**src/rtl/tree_node_pkg.sv**
```systemverilog
// Shared types for the tree-node dispatcher: FSM states and command modes.
package tree_node_pkg;

    typedef enum logic [1:0] {
        IDLE  = 2'd0,
        ISSUE = 2'd1,
        RESP  = 2'd2
    } node_state_e;

    typedef enum logic {
        BCAST = 1'b0,
        SEQ   = 1'b1
    } node_mode_e;

endpackage

```
**src/rtl/tree_node_timeout_ctr.sv**
```systemverilog
// Wait-cycle counter for one command step; expired is asserted when the count
// reaches a nonzero limit.
module tree_node_timeout_ctr #(
    parameter int TIMEOUT_W = 8
) (
    input  logic                 clk,
    input  logic                 rst_n,
    input  logic                 clear,
    input  logic                 enable,
    input  logic [TIMEOUT_W-1:0] limit,
    output logic                 expired
);

    logic [TIMEOUT_W-1:0] cnt;

    always_ff @(posedge clk) begin
        if (!rst_n)      cnt <= '0;
        else if (clear)  cnt <= '0;
        else if (enable) cnt <= cnt + TIMEOUT_W'(1);
    end

    // A zero limit means wait forever.
    assign expired = (limit != '0) && (cnt == limit);

endmodule

```
**src/rtl/tree_node_dispatcher.sv**
```systemverilog
// Fans one parent command out to NUM_CHILD children (broadcast or in index
// order), gathers their acks and returns a single response, with optional timeout.
module tree_node_dispatcher
    import tree_node_pkg::*;
#(
    parameter int NUM_CHILD = 5,
    parameter int DATA_W    = 16,
    parameter int TIMEOUT_W = 8
) (
    input  logic                 clk,
    input  logic                 rst_n,
    input  logic                 cmd_valid,
    output logic                 cmd_ready,
    input  logic [DATA_W-1:0]    cmd_data,
    input  logic                 cmd_mode,
    input  logic [TIMEOUT_W-1:0] timeout_limit,
    output logic [NUM_CHILD-1:0] child_valid,
    output logic [DATA_W-1:0]    child_data,
    input  logic [NUM_CHILD-1:0] child_ack,
    output logic                 rsp_valid,
    input  logic                 rsp_ready,
    output logic [NUM_CHILD-1:0] rsp_ack_mask,
    output logic                 rsp_timeout
);

    localparam int IDX_W = (NUM_CHILD > 1) ? $clog2(NUM_CHILD) : 1;

    node_state_e          state, state_nxt;
    node_mode_e           mode;
    logic [IDX_W-1:0]     idx;
    logic [NUM_CHILD-1:0] pending, ack_mask;
    logic [TIMEOUT_W-1:0] limit_q;
    logic [NUM_CHILD-1:0] acc, pend_left;
    logic                 seq_last, done, step, abort;
    logic                 ctr_clear, ctr_en, expired;

    assign cmd_ready   = (state == IDLE);
    assign child_valid = pending;

    // pending is only nonzero in ISSUE, so acks elsewhere fall out here.
    assign acc       = child_ack & pending;
    assign pend_left = pending & ~acc;
    assign seq_last  = (idx == IDX_W'(NUM_CHILD - 1));

    tree_node_timeout_ctr #(.TIMEOUT_W(TIMEOUT_W)) u_timeout (
        .clk    (clk),
        .rst_n  (rst_n),
        .clear  (ctr_clear),
        .enable (ctr_en),
        .limit  (limit_q),
        .expired(expired)
    );

    always_comb begin
        state_nxt = state;
        ctr_clear = 1'b0;
        ctr_en    = 1'b0;
        done      = 1'b0;
        step      = 1'b0;
        abort     = 1'b0;
        case (state)
            IDLE: begin
                if (cmd_valid) begin
                    state_nxt = ISSUE;
                    ctr_clear = 1'b1;
                end
            end
            ISSUE: begin
                ctr_en = 1'b1;
                if (mode == BCAST) begin
                    done = (pend_left == '0);
                end else if (acc != '0) begin
                    done = seq_last;
                    step = !seq_last;
                end
                // An ack landing on the limit cycle takes precedence over abort.
                abort     = expired && !done && !step;
                ctr_clear = step;
                if (done || abort) state_nxt = RESP;
            end
            RESP: begin
                if (rsp_ready) state_nxt = IDLE;
            end
            default: state_nxt = IDLE;
        endcase
    end

    always_ff @(posedge clk) begin
        if (!rst_n) begin
            state        <= IDLE;
            mode         <= BCAST;
            idx          <= '0;
            pending      <= '0;
            ack_mask     <= '0;
            limit_q      <= '0;
            child_data   <= '0;
            rsp_valid    <= 1'b0;
            rsp_ack_mask <= '0;
            rsp_timeout  <= 1'b0;
        end else begin
            state <= state_nxt;
            case (state)
                IDLE: begin
                    if (cmd_valid) begin
                        child_data <= cmd_data;
                        mode       <= node_mode_e'(cmd_mode);
                        limit_q    <= timeout_limit;
                        ack_mask   <= '0;
                        idx        <= '0;
                        pending    <= cmd_mode ? NUM_CHILD'(1) : {NUM_CHILD{1'b1}};
                    end
                end
                ISSUE: begin
                    ack_mask <= ack_mask | acc;
                    if (step) begin
                        idx     <= idx + IDX_W'(1);
                        pending <= pending << 1;
                    end else if (done || abort) begin
                        pending      <= '0;
                        rsp_valid    <= 1'b1;
                        rsp_ack_mask <= ack_mask | acc;
                        rsp_timeout  <= abort;
                    end else begin
                        pending <= pend_left;
                    end
                end
                RESP: begin
                    if (rsp_ready) begin
                        rsp_valid    <= 1'b0;
                        rsp_ack_mask <= '0;
                        rsp_timeout  <= 1'b0;
                    end
                end
                default: ;
            endcase
        end
    end

endmodule

```
**config.mk**
```make
export PLATFORM = sky130hd
export DESIGN_NAME = tree_node_dispatcher
export DESIGN_NICKNAME = d
export VERILOG_FILES = /design/src/rtl/tree_node_pkg.sv /design/src/rtl/tree_node_timeout_ctr.sv /design/src/rtl/tree_node_dispatcher.sv
export SDC_FILE = /design/constraint.sdc
export NUM_CORES = 1
export LEC_CHECK = 0
export CAP_MARGIN = 15
export CORE_MARGIN = 3
export CORE_UTILIZATION = 30
export DETAILED_ROUTE_END_ITERATION = 10
export GPL_ROUTABILITY_DRIVEN = 0
export GPL_TIMING_DRIVEN = 0
export PLACE_DENSITY = 0.53
export REMOVE_ABC_BUFFERS = 1
export SLEW_MARGIN = 20
export SYNTH_ARGS = -nofsm -noshare
export SYNTH_HDL_FRONTEND = slang
export SYNTH_SLANG_ARGS = --single-unit
```
**constraint.sdc**
```tcl
create_clock -name clk -period 3.3 [get_ports clk]
set_input_delay 0.33 -clock clk [delete_from_list [all_inputs] [get_ports clk]]
set_output_delay 0.33 -clock clk [all_outputs]
set_load 0.03 [all_outputs]
```
==> metrics.txt <==
outcome finished clean; maxcap violations 0; Sum Neg Setup Slack 0 ns; PwrDens 477 nW/um^2; RSZ-0062 raised after global routing no; Post-CTS Setup Bufs 0; diode count 0; WL final 6250 um; Starting DRT DRC Count 106; clk_lat worst skew 0.31 ns; IO Pins 63; hold depth 3; ys async rst share 0%; largest net degree at the start of global routing 44; clock tree buffer depth 2; Final ANT Viol Nets 0; die height 97.7 um; Leakage 1.21 nW; drt drc 0; H-tree Lvls 2; commonest non-fill, non-tap cells in the layout nand2_1, clkdlybuf4s50_1, dfxtp_1; WL per Instance 13.5 um; vias per inst 4.84; Slew Limit Headroom 34.7%; Yosys reg bits 55; WP data arrival 2.66 ns; fin nets 398; Top FF cell, synth dfxtp_1; Area growth, synth to finish 33.8%; minimum clock period after layout 2.45 ns; Reg2Reg Depth 5; hold path startpoint rst_n; GRT Util Overall 13.2%; crit start category primary input; Cells after Synth 304; antenna violations before repair 0; DPL Wire Length 4450 um; r2r startpoint child_valid[3]$_SDFFE_PN0P_; IR drop worst, VDD 0.178 mV; clock skew 0.0105 ns; Design Power 1.61 mW; most common cell after layout, fill and taps aside nand2_1; Setup crit end kind flop; Netlist cell types 41; f_max 408 MHz; hold endpoint idx[2]$_SDFFE_PN0P_; top cell type's share of synthesized area 43.7%; IO buf count 62; Post-synth EDFFs 0; Clock Pin Slew Worst Setup and Hold Paths 0.10 ns; Cell Count Post-Placement 456; row count 32; cell taking the most area after synthesis dfxtp_1; Synth area leaders dfxtp_1, nand2_1, a21boi_1; Post-Syn Area 2520 um^2; register-to-register setup slack 0.95 ns; CP required 3.51 ns; period utilization 74.2%; hold buffers post-CTS 0; CTS sink cnt 55; mean post-synth cell area 8.29 um^2; hold_ws 0.381 ns; vias in the first global route 2220; critical path class primary input to flop; final slew viol count 0; Final Hold Fails 0; Vias 2246; Synth Warn # 0; Finished Layout Cells 464; # setup viols final 0; Hold Crit Class primary input to flop; first-pass GRT wire length 10600 um; RR Endpoint child_valid[0]$_SDFFE_PN0P_; CTS tree done; Core Region 7930 um^2; CTS root buffer clkbuf_8; Die ar. 9540 um^2; post-cts sizing count 0; Least-Margin Pin Slew 0.954 ns; register area share after synthesis 43.7%; DR pass1 iterations 4; Initial Util 31.8%; Die Wd 97.7 um; cts bufs inserted 5; crit-path max FO 7; GRT overflow 0; share of layout cells above drive strength 1 5.25%
[how the worst max path moves through the flow]
| stage | start | end | slack (ns) |
|---|---|---|---|
| global route | child_ack[3] | child_valid[0]$_SDFFE_PN0P_ | 0.74 |
| global placement | cmd_valid | child_valid[3]$_SDFFE_PN0P_ | 0.09 |
| detailed placement | child_ack[3] | child_valid[0]$_SDFFE_PN0P_ | 0.55 |
| CTS | child_ack[3] | child_valid[0]$_SDFFE_PN0P_ | 0.88 |
| floorplan | child_valid[3]$_SDFFE_PN0P_ | child_valid[0]$_SDFFE_PN0P_ | 1.22 |
| finish | child_ack[3] | child_valid[0]$_SDFFE_PN0P_ | 0.85 |
[metal layers]
layer	routed length, um	share of wire [%]	GRT usage, %
met1	3050	49	17.1
met2	2840	46	21.6
met3	295	4.7	3.80
met4	53	0.85	3.19
met5	0	0	0
[synth_stat cells, types with 3 or more instances]
| master | instances |
|---|---|
| a21boi_0 | 4 |
| nand2b_1 | 3 |
| xnor2_1 | 9 |
| a21oi_1 | 18 |
| dfxtp_1 | 55 |
| inv_1 | 6 |
| clkbuf_1 | 14 |
| nor2_1 | 17 |
| nor2b_1 | 11 |
| o22ai_1 | 5 |
| ha_1 | 3 |
| nand2_1 | 76 |
| xor2_1 | 6 |
| nand4_1 | 4 |
| a221o_1 | 4 |
| nand3_1 | 9 |
| a21boi_1 | 28 |
[worst max-delay path, cell delays in order]
cell,delay (ns)
clkdlybuf4s50_1,0.45
a222oi_1,0.66
a21oi_2,0.26
o41ai_4,0.51
o21ai_1,0.17
and4b_1,0.28
[registers in the layout (all words and copies together), names as in the netlist]
name           count
idx                3
child_valid        5
ack_mask           5
rsp_valid          1
rsp_ack_mask       5
rsp_timeout        1
child_data        16
limit_q            8
mode               1
u_timeout.cnt      8
state              2
[cell type report]
class,count,area (um^2)
fill,832,4550
sequential,55,1100
clock buffer,6,82.6
clock inverter,2,35.0
tap,102,128
inverter,7,26.3
multi-input combinational,228,1350
timing repair buffer,64,651
[report_power, final]
group | total (mW) | switching [mW] | internal (mW)
Clock | 0.467 | 0.221 | 0.246
Sequential | 0.746 | 0.0398 | 0.706
Combinational | 0.398 | 0.226 | 0.172
Total | 1.61 | 0.487 | 1.12
[per-stage QoR]
step | instance area [um^2] | utilization (%) | setup WS, ns
2_1_floorplan | 2470 | - | 1.22
3_3_place_gp | 3220 | 40.6 | 0.0919
3_5_place_dp | 3260 | 41.1 | 0.552
4_1_cts | 3370 | 42.6 | 0.876
5_1_grt | 3370 | 42.6 | 0.744
6_report | 3370 | 42.6 | 0.850
[cells by family after synthesis]
group,after synthesis,share of synthesized area [%]
flip-flops,55,43.7
buffers and inverters,21,3.13
AND/OR/NAND/NOR,131,23.6
XOR/XNOR,15,5.21
AO/OA/AOI/OAI,79,22.9
adder cells (fa/ha/maj),3,1.49
No activity file was read; power rests on OpenSTA's default activity.
